--- src/rtl/ram_loader.sv ---
// ram_loader: streams RAM_DEPTH bytes into the program RAM, reads them back and
// compares additive checksums while holding the CPU in reset.
module ram_loader #(
   parameter int ADDR_WIDTH = 4,
   parameter int DATA_WIDTH = 8,
   parameter int RAM_DEPTH  = 16
) (
   input  logic                  clk,
   input  logic                  reset_n,
   input  logic                  start,
   input  logic                  byte_valid,
   input  logic [DATA_WIDTH-1:0] byte_data,
   output logic                  byte_ready,
   output logic                  ram_we,
   output logic [ADDR_WIDTH-1:0] ram_address,
   output logic [DATA_WIDTH-1:0] ram_wdata,
   input  logic [DATA_WIDTH-1:0] ram_rdata,
   output logic                  cpu_hold,
   output logic                  busy,
   output logic                  done,
   output logic                  error,
   output logic [DATA_WIDTH-1:0] checksum
);
   typedef enum logic [2:0] {IDLE, ACCEPT, WRITE, RD_ADDR, RD_WAIT, CHECK, DONE, ERROR} state_t;
   localparam logic [ADDR_WIDTH:0] DEPTH = (ADDR_WIDTH+1)'(RAM_DEPTH);
   state_t                state_q;
   logic [ADDR_WIDTH:0]   cnt_q, cnt_d;
   logic [DATA_WIDTH-1:0] wsum_q, rsum_q;
   logic                  byte_ready_q, ram_we_q, cpu_hold_q, busy_q, done_q, error_q;
   logic [ADDR_WIDTH-1:0] addr_q;
   logic [DATA_WIDTH-1:0] wdata_q, checksum_q;
   assign cnt_d = cnt_q + 1'b1;
   always_ff @(posedge clk or negedge reset_n) begin
      if (!reset_n) begin
         state_q      <= IDLE;
         cnt_q        <= '0;
         wsum_q       <= '0;
         rsum_q       <= '0;
         byte_ready_q <= 1'b0;
         ram_we_q     <= 1'b0;
         addr_q       <= '0;
         wdata_q      <= '0;
         cpu_hold_q   <= 1'b0;
         busy_q       <= 1'b0;
         done_q       <= 1'b0;
         error_q      <= 1'b0;
         checksum_q   <= '0;
      end else begin
         case (state_q)
            IDLE, DONE, ERROR: if (start) begin
               state_q      <= ACCEPT;
               cnt_q        <= '0;
               wsum_q       <= '0;
               rsum_q       <= '0;
               done_q       <= 1'b0;
               error_q      <= 1'b0;
               cpu_hold_q   <= 1'b1;
               busy_q       <= 1'b1;
               byte_ready_q <= 1'b1;
            end
            ACCEPT: if (byte_valid && byte_ready_q) begin
               wdata_q      <= byte_data;
               addr_q       <= cnt_q[ADDR_WIDTH-1:0];
               byte_ready_q <= 1'b0;
               ram_we_q     <= 1'b1;
               state_q      <= WRITE;
            end
            WRITE: begin
               ram_we_q <= 1'b0;
               wsum_q   <= wsum_q + wdata_q;
               if (cnt_d == DEPTH) begin
                  cnt_q   <= '0;
                  addr_q  <= '0;
                  state_q <= RD_ADDR;
               end else begin
                  cnt_q        <= cnt_d;
                  byte_ready_q <= 1'b1;
                  state_q      <= ACCEPT;
               end
            end
            // address already presented on entry; RAM registers it at the end of this cycle
            RD_ADDR: state_q <= RD_WAIT;
            RD_WAIT: begin
               rsum_q <= rsum_q + ram_rdata;
               cnt_q  <= cnt_d;
               if (cnt_d == DEPTH) state_q <= CHECK;
               else begin
                  addr_q  <= cnt_d[ADDR_WIDTH-1:0];
                  state_q <= RD_ADDR;
               end
            end
            CHECK: begin
               checksum_q <= wsum_q;
               done_q     <= (wsum_q == rsum_q);
               error_q    <= (wsum_q != rsum_q);
               cpu_hold_q <= 1'b0;
               busy_q     <= 1'b0;
               state_q    <= (wsum_q == rsum_q) ? DONE : ERROR;
            end
            default: state_q <= IDLE;
         endcase
      end
   end
   assign byte_ready  = byte_ready_q;
   assign ram_we      = ram_we_q;
   assign ram_address = addr_q;
   assign ram_wdata   = wdata_q;
   assign cpu_hold    = cpu_hold_q;
   assign busy        = busy_q;
   assign done        = done_q;
   assign error       = error_q;
   assign checksum    = checksum_q;
endmodule

--- config.mk ---
export PLATFORM = sky130hd
export DESIGN_NAME = ram_loader
export DESIGN_NICKNAME = d
export VERILOG_FILES = /design/src/rtl/ram_loader.sv
export SDC_FILE = /design/constraint.sdc
export NUM_CORES = 1
export LEC_CHECK = 0
export ABC_CLOCK_PERIOD_IN_PS = 2400
export CORE_ASPECT_RATIO = 0.75
export CORE_MARGIN = 2
export CORE_UTILIZATION = 35
export CTS_CLUSTER_DIAMETER = 200
export CTS_CLUSTER_SIZE = 24
export DETAILED_ROUTE_END_ITERATION = 16
export SYNTH_ARGS = -nofsm -noshare
export SYNTH_HDL_FRONTEND = slang
export SYNTH_SLANG_ARGS = --single-unit
export TNS_END_PERCENT = 10
--- constraint.sdc ---
create_clock -name clk -period 2.4 [get_ports clk]
set_clock_uncertainty 0.1 [all_clocks]
set_input_delay 0.24 -clock clk [delete_from_list [all_inputs] [get_ports clk]]
set_output_delay 0.24 -clock clk [all_outputs]
set_load 0.005 [all_outputs]
==> results_dict.tcl <==
set metrics [dict create \
    core_area_mm2 0.007848 \
    slew_viol_final 0 \
    cp_data_arrival_time_ns 2.25 \
    htree_levels 2 \
    cp-start-kind "flop" \
    grt_start_max_net_pins 24 \
    path_clk_slew_ns 0.10 \
    synth.avg_cell_area_um2 10.07 \
    grt_pass1_wl_mm 10.50 \
    layout_common_cells "dfrtp_1 (49), clkdlybuf4s50_1 (44), nand2_1 (32)" \
    drtIter0Drc 96 \
    fillers 787 \
    wirelength_mm 6.237 \
    synth_flop_cell "dfrtp_1" \
    wl_per_cell_um 14.34 \
    power_density_mw_per_mm2 1203 \
    ys_warn_count 0 \
    ctsResizeCount 0 \
    p_leak_uw 0.001603 \
    cp_max_fo 3 \
    ios 46 \
    m1WireLength_mm 3.348 \
    die_x_um 107.5 \
    antenna_found_initial 0 \
    worst_hold_path_type "in -> async" \
    total_power_uw 4245 \
    multi_input_area_mm2 0.001478 \
    max_cap_violations 0 \
    num_vias 2170 \
    clkLatencyLatePin_ns 0.30 \
    synth-seq-cells 49 \
    synthCells 279 \
    highest_layer "met4" \
    required_ns 2.48 \
    whs_ns 0.3444 \
    seq_area_mm2 0.001226 \
    fin_ws_ns 0.2295 \
    fp.dieH_um 81.60 \
    synth_top_family_by_area "compound AO/OA/AOI/OAI gates" \
    status "finished, final reports clean" \
    ir_worst_vdd_mv 0.4825 \
    gp_congestion 0.8095 \
    firstDrtPassIters 4 \
    dieArea_mm2 0.008769 \
    drive_gt1_frac 0.1364 \
    async_flop_share 1.000 \
    cts_tree "yes" \
    postRouteAntennaNets 0 \
    pre_cts_slack_ns -0.05509 \
    port_buffers 45 \
    cts_root_buffer "clkbuf_8" \
    routed-wl-met2_mm 2.450 \
    grt-ovfl-total 0 \
    synth_cell_types 46 \
    period_share 0.9044 \
    fmax_mhz 460.7 \
    grt_util_all_layers 0.1529 \
    met3_length_um 387 \
    reg2regPathDepth 8 \
    final.setup.tns_ns 0 \
    core.rowCount 28 \
    first_global_vias 2042 \
    initial_utilization 0.3581 \
    synth_mux_area_frac 0.08549 \
    synth_compound_area_frac 0.1665 \
    finalHoldViolations 0 \
    synth_nets 316 \
    synth_edf_count 0 \
    synth_adder_area_share 0.08103 \
    post-cts-setup-buffer-count 0 \
    drc_errors 0 \
    mostFrequentLayoutCell "dfrtp_1" \
    rsz0062_at_grt "false" \
    ys_seq_area_frac 0.4363 \
    cts_buffer_depth 2 \
    tightestPinTransition_ns 0.5403 \
    setup_viol 0 \
    synthXorXnorAreaFrac 0.06545 \
    antenna_cells 0 \
    synthSimpleGateAreaFrac 0.1273 \
    syn_to_final_growth_pct 25.51 \
    synth_area_mm2 0.002810 \
    path_class "reg -> reg" \
    cts_buffers 5 \
    viasPerCell 4.989 \
    cts.sinks 49 \
    end_kind "flop" \
    relSlewSlack 0.6398 \
    dp_hpwl_mm 4.821 \
    nNetsFinal 366 \
    period_minus_slack_ns 2.171 \
]
## cell families (layout without fill, tap and decap cells)
family	count (synthesis)	in the layout
AND/OR/NAND/NOR	78	78
adder cells (fa/ha/maj)	17	17
AO/OA/AOI/OAI	72	72
multiplexers	20	20
XOR/XNOR	21	21
flip-flops	49	49
buffers and inverters	22	73
## layer usage
layer	GRT usage	vias to the layer above
met5	0	-
met4	0.03462	0
met3	0.03175	7
met2	0.2032	52
met1	0.2474	1016
li1	-	1095
## timing repair
item,4_1_cts,5_1_grt
hold endpoints to repair,21,0
hold buffers,1,0
setup endpoints to repair,0,0
## cell type report
| cell class | instances | share of cell area |
|---|---|---|
| well taps | 105 | 0.03725 |
| repair buffers | 58 | 0.1547 |
| multi-input cells | 208 | 0.4189 |
| inverters | 7 | 0.007449 |
| clock buffers | 6 | 0.02341 |
| flip-flops and latches | 49 | 0.3476 |
| clock inverters | 2 | 0.01064 |
## registers in the layout, summed over array words and instances (netlist names)
register	flops
busy	1
byte_ready	1
checksum	8
cnt_q	5
done	1
error	1
ram_address	4
ram_wdata	8
ram_we	1
rsum_q	8
state_q	3
wsum_q	8
## cell usage after synthesis, types with 2 or more instances
master | n | area [um^2]
a211oi_1 | 5 | 37.54
a21o_1 | 3 | 22.52
a21oi_1 | 15 | 75.07
a22o_1 | 2 | 17.52
and2_1 | 3 | 18.77
and3_1 | 2 | 12.51
buf_2 | 4 | 20.02
buf_6 | 2 | 22.52
clkbuf_1 | 7 | 26.28
dfrtp_1 | 49 | 1226
fa_1 | 2 | 40.04
ha_1 | 15 | 187.7
inv_1 | 7 | 26.28
mux2_2 | 16 | 180.2
mux2_4 | 4 | 60.06
nand2_1 | 32 | 120.1
nand2b_1 | 7 | 43.79
nand3_1 | 7 | 35.03
nand4_1 | 2 | 12.51
nor2_1 | 15 | 56.30
nor3_1 | 4 | 20.02
nor4_1 | 2 | 12.51
o21ai_0 | 24 | 120.1
o21bai_1 | 2 | 15.01
o22ai_1 | 3 | 18.77
o31ai_1 | 5 | 37.54
or3_1 | 2 | 12.51
xnor2_1 | 6 | 52.55
xor2_1 | 15 | 131.4
## power breakdown
part	leakage [uW]	internal, uW	switching (uW)
Combinational	0.000916	1150	959
Sequential	0.000630	1150	365
Clock	0.0000574	339	283
Total	0.00160	2640	1610
## path summary, 6_finish.rpt
| check | from | end | slack, ns |
|---|---|---|---|
| worst max-delay path | rsum_q[0] | rsum_q[6] | 0.23 |
| worst min-delay path | reset_n | ram_wdata[1] | 0.34 |
| worst max register to register | rsum_q[0] | rsum_q[6] | 0.23 |
| worst min register to register | ram_address[1] | ram_address[1] | 0.42 |
| max in group asynchronous | reset_n | checksum[5] | 1.25 |
| min in group clk | ram_address[1] | ram_address[1] | 0.42 |
## worst max-delay path, cell delays in order (launching register included)
cell      delay (ns)
dfrtp_1         0.43
ha_1            0.25
fa_1            0.41
a21o_1          0.18
a21oi_1         0.18
o21bai_1        0.09
a21oi_1         0.18
xor2_1          0.15
o21ai_0         0.08
## through the flow
| step | instance area, um^2 | utilization | cells |
|---|---|---|---|
| floorplan | 2810 | - | 279 |
| global placement | 3397 | 0.4329 | 426 |
| detailed placement | 3397 | 0.4329 | 426 |
| CTS | 3527 | 0.4495 | 435 |
| global route | 3527 | 0.4495 | 435 |
| finish | 3527 | 0.4495 | 435 |
Power figures use the tool's default switching activity.
